<file path="src/rtl/kalman_axis_scheduler.sv">
// Time-shares one 2-state Kalman core among NUM_AXIS measurement streams.
// Per-axis X/P live here; a round-robin arbiter dispatches one update at a time.
module kalman_axis_scheduler #(
  parameter int BIT_NUM     = 18,
  parameter int FRAC_NUM    = 9,
  parameter int NUM_AXIS    = 4,
  parameter int TIMEOUT_CYC = 64
) (
  input  logic                     clk,
  input  logic                     srst,
  input  logic [NUM_AXIS-1:0]      meas_valid,
  output logic [NUM_AXIS-1:0]      meas_ready,
  input  logic [NUM_AXIS*BIT_NUM-1:0] meas_data,
  input  logic                     init_en,
  input  logic [2:0]               init_axis,
  input  logic [2:0]               init_sel,
  input  logic [BIT_NUM-1:0]       init_data,
  output logic                     init_err,
  output logic                     core_enable,
  output logic [BIT_NUM-1:0]       core_Zt,
  output logic [2*BIT_NUM-1:0]     core_X_in,
  output logic [4*BIT_NUM-1:0]     core_P_in,
  input  logic                     core_valid,
  input  logic [2*BIT_NUM-1:0]     core_X_out,
  input  logic [4*BIT_NUM-1:0]     core_P_out,
  output logic                     res_valid,
  output logic [2:0]               res_axis,
  output logic [2*BIT_NUM-1:0]     res_X,
  output logic                     timeout_err,
  output logic                     busy
);

  localparam int AW    = (NUM_AXIS > 1) ? $clog2(NUM_AXIS) : 1;
  localparam int CW    = $clog2(TIMEOUT_CYC) + 1;
  localparam int NWORD = 6;  // X00 X10 P00 P01 P10 P11

  // FRAC_NUM is informational only; this empty block keeps it referenced.
  if (FRAC_NUM >= BIT_NUM) begin : g_frac_wider_than_word
  end

  typedef enum logic [1:0] {IDLE, ISSUE, WAIT, WBACK} state_t;
  typedef logic [BIT_NUM-1:0] word_t;

  state_t state, state_nxt;

  word_t st_q [NUM_AXIS][NWORD];
  word_t disp [NWORD];
  word_t zt_arr [NUM_AXIS];

  logic [AW-1:0]        rr_ptr, cur_axis, grant, cand, init_idx;
  logic                 grant_found, handshake, init_ok, init_bad;
  logic [CW-1:0]        wait_cnt;
  logic [2*BIT_NUM-1:0] x_cap;
  logic [4*BIT_NUM-1:0] p_cap;

  for (genvar i = 0; i < NUM_AXIS; i++) begin : g_zt
    assign zt_arr[i] = meas_data[i*BIT_NUM +: BIT_NUM];
  end

  // Round-robin: first requester at or after rr_ptr, wrapping.
  always_comb begin
    // NOTE: every always_comb output gets a default first so no latch is inferred.
    grant       = '0;
    grant_found = 1'b0;
    cand        = '0;
    for (int k = 0; k < NUM_AXIS; k++) begin
      cand = AW'((int'(rr_ptr) + k) % NUM_AXIS);
      if (!grant_found && meas_valid[cand]) begin
        grant       = cand;
        grant_found = 1'b1;
      end
    end
  end

  // An in-flight axis belongs to the writeback; init to it is refused.
  always_comb begin
    init_idx = init_axis[AW-1:0];
    init_bad = 1'b0;
    if (init_en) begin
      if (int'(init_axis) >= NUM_AXIS || int'(init_sel) >= NWORD)
        init_bad = 1'b1;
      else if (state != IDLE && init_idx == cur_axis)
        init_bad = 1'b1;
    end
    init_ok = init_en && !init_bad;
  end

  // Dispatch words see a same-cycle init write to the granted axis.
  always_comb begin
    for (int j = 0; j < NWORD; j++) begin
      disp[j] = (init_ok && init_idx == grant && int'(init_sel) == j) ? init_data
                                                                       : st_q[grant][j];
    end
  end

  always_ff @(posedge clk) begin
    // NOTE: sequential state uses non-blocking assignments only.
    if (srst) state <= IDLE;
    else      state <= state_nxt;
  end

  always_comb begin
    state_nxt   = state;
    meas_ready  = '0;
    handshake   = 1'b0;
    core_enable = 1'b0;
    res_valid   = 1'b0;
    timeout_err = 1'b0;
    case (state)
      IDLE: begin
        if (grant_found) begin
          meas_ready[grant] = 1'b1;
          handshake         = 1'b1;
          state_nxt         = ISSUE;
        end
      end
      ISSUE: begin
        core_enable = 1'b1;
        state_nxt   = WAIT;
      end
      WAIT: begin
        if (core_valid) begin
          state_nxt = WBACK;
        end else if (wait_cnt == CW'(TIMEOUT_CYC - 1)) begin
          timeout_err = 1'b1;
          state_nxt   = IDLE;
        end
      end
      WBACK: begin
        res_valid = 1'b1;
        state_nxt = IDLE;
      end
      default: state_nxt = IDLE;
    endcase
    busy = (state != IDLE);
    if (srst) begin
      state_nxt   = IDLE;
      meas_ready  = '0;
      handshake   = 1'b0;
      core_enable = 1'b0;
      res_valid   = 1'b0;
      timeout_err = 1'b0;
      busy        = 1'b0;
    end
  end

  assign init_err = init_bad && !srst;
  assign res_axis = (state == WBACK && !srst) ? 3'(cur_axis) : 3'd0;
  assign res_X    = (state == WBACK && !srst) ? x_cap : '0;

  always_ff @(posedge clk) begin
    if (srst) begin
      // NOTE: the axis register file is reset explicitly; a cleared tracker must read back zero.
      for (int a = 0; a < NUM_AXIS; a++)
        for (int j = 0; j < NWORD; j++)
          st_q[a][j] <= '0;
      rr_ptr    <= '0;
      cur_axis  <= '0;
      wait_cnt  <= '0;
      x_cap     <= '0;
      p_cap     <= '0;
      core_Zt   <= '0;
      core_X_in <= '0;
      core_P_in <= '0;
    end else begin
      if (handshake) begin
        cur_axis  <= grant;
        rr_ptr    <= AW'((int'(grant) + 1) % NUM_AXIS);
        core_Zt   <= zt_arr[grant];
        core_X_in <= {disp[1], disp[0]};
        core_P_in <= {disp[5], disp[4], disp[3], disp[2]};
      end

      if (state == ISSUE)     wait_cnt <= '0;
      else if (state == WAIT) wait_cnt <= wait_cnt + CW'(1);

      if (state == WAIT && core_valid) begin
        x_cap <= core_X_out;
        p_cap <= core_P_out;
      end

      if (state == WBACK) begin
        st_q[cur_axis][0] <= x_cap[BIT_NUM-1:0];
        st_q[cur_axis][1] <= x_cap[2*BIT_NUM-1:BIT_NUM];
        for (int j = 0; j < 4; j++)
          st_q[cur_axis][2+j] <= p_cap[j*BIT_NUM +: BIT_NUM];
      end

      // Writeback and init never target the same axis: init_bad rejects that case.
      if (init_ok) st_q[init_idx][init_sel] <= init_data;
    end
  end

endmodule

</file>
<file path="config.mk">
export PLATFORM = sky130hd
export DESIGN_NAME = kalman_axis_scheduler
export DESIGN_NICKNAME = d
export VERILOG_FILES = /design/src/rtl/kalman_axis_scheduler.sv
export SDC_FILE = /design/constraint.sdc
export NUM_CORES = 1
export LEC_CHECK = 0
export CAP_MARGIN = 20
export CORE_AREA = 2 2 261 314
export CTS_CLUSTER_SIZE = 30
export DETAILED_ROUTE_END_ITERATION = 10
export DIE_AREA = 0 0 263 316
export GPL_TIMING_DRIVEN = 1
export PLACE_DENSITY = 0.71
export SYNTH_ARGS = -nofsm -noshare
export SYNTH_HDL_FRONTEND = slang
export SYNTH_SLANG_ARGS = --single-unit
export TNS_END_PERCENT = 1
</file>
<file path="constraint.sdc">
create_clock -name clk -period 6 [get_ports clk]
set_clock_uncertainty 0.05 [all_clocks]
set_input_delay 1.8 -clock clk [delete_from_list [all_inputs] [get_ports clk]]
set_output_delay 1.8 -clock clk [all_outputs]
set_load 0.05 [all_outputs]
</file>
Word level (Yosys, flattened, before mapping)
Memories as Yosys holds them, arrays and structs flattened. A register that Yosys moved wholly into a read port is not among the register bits. Index checks and enable logic that the tools add are counted.

Input port bits: 212. Output and inout bits: 174. Bits in registers: 139. RAM bits: 432. Word-level logic and storage cells: 114. Memories: 1.

Memories: st_q (words 4, width 108, rd ports 1, clocked after memory_dff 1, write ports 4, line 46) `word_t st_q [NUM_AXIS][NWORD];`.

Bitwise logic cells: 2. Add/subtract/negate cells: 5. Reductions and logical operators: 22. Equality and inequality tests: 7. $lt $le $gt $ge: 11. Muxes and demuxes: 59.

Operator list (number): $mux W108 (4); $reduce_or A108 Y1 (2); $demux W18 S3 (1); $mux W18 (3); $bmux W18 S2 (1); $mux W36 (1); $mux W1 (30); $mux W2 (10); $lt A2 B3 Y1 const B (5); $mux W4 (3); $logic_and A1 B1 Y1 (10); $ge A3 B3 Y1 const B (3); $bmux W1 S2 (4); $pmux W2 S4 (1); $add A7 B1 Y7 const B (1); $eq A7 B6 Y1 const B (1); $logic_not A1 Y1 (5); $add A2 B1 Y2 const B (2); $add A2 B2 Y2 const B (2); $eq A2 B2 Y1 const B (2); $ge A4 B4 Y1 const B (1); $lt A4 B1 Y1 const B (1); $not A3 Y4 (1); $ne A3 B3 Y1 const B (1); 11 further kinds (11).

Longest topological paths before layout
Word-level depth: 19. Gate-level depth with buffers: 10. Mapped depth without buffers: 7.

Worst setup path after synthesis
No wires, ideal clock.

Kind: input to output. Start point: input meas_valid[2]. End point: output meas_ready[0]. Data arrival time: 3828 ps. Path slack: 322 ps. Required time: 4150 ps. Stages: 8. Path buffers: 3. Path through: nor2b_1 -> a211o_1 -> nand2_1 -> clkbuf_1 -> clkbuf_1 -> clkbuf_1 -> ha_1 -> and2_1.

Cells in the longest elaborated chain, start to end: 19. Elaborated cells on any way between the ends: 30. Classes of those cells: 2 x order compare; 21 x mux; 7 x reduce/logical.

RTL lines: start, declared (line 11) `input logic [NUM_AXIS-1:0] meas_valid,`; $bmux W1 S2 (line 68) `if (!grant_found && meas_valid[cand]) begin`; $mux W1 (implied by the code) (line 68); $mux W1 (line 68); $logic_not A1 Y1 (line 68); $logic_and A1 B1 Y1 (line 68); $mux W1 (line 68); $logic_not A1 Y1 (line 68); $logic_and A1 B1 Y1 (line 68); (+3 left out); $mux W2 (line 68); $lt A2 B3 Y1 (implied by the code) or $ge A2 B1 Y1 (tied branches) (line 112) `meas_ready[grant] = 1'b1;`; $logic_and A1 B1 Y1 (implied by the code) (line 112); $mux W1 (implied by the code) (line 112); $demux W1 S2 (line 112); $mux W4 * (line 111) `if (grant_found) begin`; $mux W4 * (line 109) `case (state)`; $mux W4 * (line 136) `if (srst) begin`; end, declared (line 12) `output logic [NUM_AXIS-1:0] meas_ready,`.

Every way passes the cells marked *; elsewhere a longest branch is shown, timed or not. The select of a mux whose other input is x is not followed.

Final worst setup path
Start point: input meas_valid[0]. End point: output meas_ready[3].

Same word-level chain as after synthesis.

==> results.cfg <==
[outcome]
outcome = finished, final reports clean

[pwr]
power.internal_uw = 8830
switching_share_pct = 32.3
p_leak_uw = 0.0139
peakVddDrop_v = 0.000208
clkPwrFrac_pct = 34.2
seq_power_share_pct = 42.6
netSwitchingPower_uw = 4220
combPwrFrac_pct = 23.2
power_density_nw_per_um2 = 332
finalPower_uw = 13100

[clock_tree]
htree_levels = 3
cts_tree = built
cts-buffers-inserted = 70
clk_latency_ps = 640
cts_setup_buffers = 0
cts_resized = 0
clk_pin_slew_ps = 60
clock_path_buffers = 3
cts-hold-fix-buffers = 0
cts_root_buf = clkbuf_16
cts.sinks = 679

[global_routing]
gr-total-overflow = 0
antenna_found_initial = 6
grt_pass1_wl_um = 173000
track_usage_pct = 27.8
grt_pass1_vias = 26290
grt_max_degree = 206

[detailed_routing]
drt_pass1_iterations = 6
routedWlPerCell_um = 28.0
drtIter0Drc = 3582
drc = 0
num_vias = 27400
vias_per_cell = 6.38
wl_um = 120000
ant_nets = 0

[critical_path]
slowest_stage = clkdlybuf4s50_1
worstReg2RegEnd = core_P_in[10]
crit_arrival_ps = 3850
max_stage_delay_ps = 570
path_class = primary input to primary output
reg2reg_slack_ps = 2470
path_buf_inv = 3
critPathRequiredTime_ps = 4150
ff2ff_path_depth = 8
crit_fanout = 13
timing.rr.start = rr_ptr[1]
crit_cells = 8
crit_chain = clkdlybuf4s50_1, nor2b_4, nor4_4, nor2_4, inv_2, ha_1, and2_1, buf_12
cp-end-kind = primary output
critPathLaunchType = primary input
critPathTopFamily = buffers and inverters

[timing]
setup_tns_ps = 0
slew_headroom_pct = 10.2
finalSetupViolations = 0
grt_setup_unrepaired = no
fin_crit_sh_pct = 95.0
drv_slew = 0
hold_viol_final = 0
worstMarginPinSlew_ps = 1350
fmax_mhz = 175
min_period_ps = 5700

[yosys]
ys_seq_area_share_pct = 56.4
synth_edf_count = 432
ys_types = 50
syn_area_um2 = 31700
synthArstFlopShare_pct = 0
synth_flop_cell = edfxtp_1
ys_ff_latch = 679
syn_inst = 2971
synth_nets = 3188
synth.top_cell.area_share_pct = 40.9
yosys-top-cells-area = edfxtp_1, dfxtp_1, a22o_1
yosys_warnings = 0
syn_avg_cell_area_um2 = 10.7
yosysTopAreaCell = edfxtp_1

[finish]
final_nets = 3406
area_growth_pct = 24.0
drive_gt1_share_pct = 11.4
layout_common_cells = a22o_1, edfxtp_1, nand2_1
nFillCells = 7220

[placed_design]
hpwl_um = 74100
place_congestion = 0.900
io_buffers = 384

[hold_path]
hp-start = core_Zt[6]
min_path_cells = 2
hold_path.class = flop to flop
min_to = core_Zt[6]

[die]
die_height_um = 316
die_area_um2 = 83100
coreArea_um2 = 80200
row_count = 114
io_pins = 386
initial_core_util_pct = 39.6
die_width_um = 263

[flow_run]
drv_cap = 0
[through the flow]
stage	setup slack (ps)	utilization, %	hold WS (ps)	area [um2]	instances
floorplan	322	-	412	31700	2971
global placement	362	46.2	393	37000	4160
detailed placement	329	46.2	396	37000	4160
CTS	307	49.1	404	39300	4289
global route	202	49.1	417	39400	4290
finish	297	49.1	403	39400	4292
[worst reg2reg max path, stage by stage, from the launching register on]
cell and delay (ps):
dfxtp_1 510, o21ai_0 270, a211oi_4 290, buf_4 650
buf_4 880, o21ai_0 300, nand3_1 130, o221ai_1 140
o221ai_1 220
[cells by family (layout without fill, tap and decap cells)]
logic type / count (synthesis) / count (layout) / synth area share, %
other: 1 / 3 / 0.0118
adder cells (fa/ha/maj): 5 / 5 / 0.197
AND/OR/NAND/NOR: 907 / 907 / 13.1
multiplexers: 74 / 74 / 2.62
XOR/XNOR: 8 / 8 / 0.221
buffers and inverters: 350 / 625 / 4.26
AO/OA/AOI/OAI: 947 / 947 / 23.2
flip-flops: 679 / 679 / 56.4
[synth_stat cells, types with 6 or more instances]
master	count
xor2_1	7
buf_2	17
o221ai_2	20
and3_1	24
nor2_1	45
a21oi_1	138
or3_1	25
buf_1	42
nand3_1	329
mux2_2	71
dfxtp_1	247
clkbuf_1	282
a22o_1	432
nand4_1	6
and2_1	43
nand2_1	410
o21ai_0	147
a311o_1	18
edfxtp_1	432
a211oi_1	19
o221ai_1	162
[power groups by stage]
stage / registers [uW] / logic [uW] / clock network (uW)
final: 5560 / 3030 / 4460
after global routing: 5570 / 3180 / 4670
after CTS: 5540 / 3000 / 4480
after detailed placement: 5640 / 3000 / 0
after global placement: 5640 / 2960 / 0
after floorplan: 6100 / 1320 / 0
[flip-flops by register name (all words and copies together) (netlist names)]
signal	cells
wait_cnt	7
x_cap	36
core_Zt	18
cur_axis	2
st_q	432
state	2
core_X_in	36
core_P_in	72
p_cap	72
rr_ptr	2
[layout make-up]
type,count,area (um2),share of cell area (%)
clock buffer,96,1940,4.93
timing repair buffer,490,5180,13.2
multi-input combinational,1942,12600,32.0
tap,1044,1310,3.32
antenna,2,5.00,0.0127
inverter,6,22.5,0.0572
sequential,679,17900,45.5
clock inverter,33,384,0.976
[worst max-delay path by stage]
stage,slack (ps),endpoint,startpoint
floorplan,320,meas_ready[0],meas_valid[2]
finish,300,meas_ready[3],meas_valid[0]
global route,200,meas_ready[3],meas_valid[0]
detailed placement,330,meas_ready[3],meas_valid[0]
CTS,310,meas_ready[3],meas_valid[0]
global placement,360,meas_ready[3],meas_valid[0]
[per-layer routing]
metal  global-route usage (%)  wire, um  part of all wire (%)  vias up
li1                         -         -                     -    11875
met1                     34.1     43600                    36    13366
met2                     44.8     55700                    46     1792
met3                     6.87     13700                    11      357
met4                     16.2      7110                   5.9       10
met5                        0        76                 0.063        -
No activity file was read; power rests on OpenSTA's default activity.
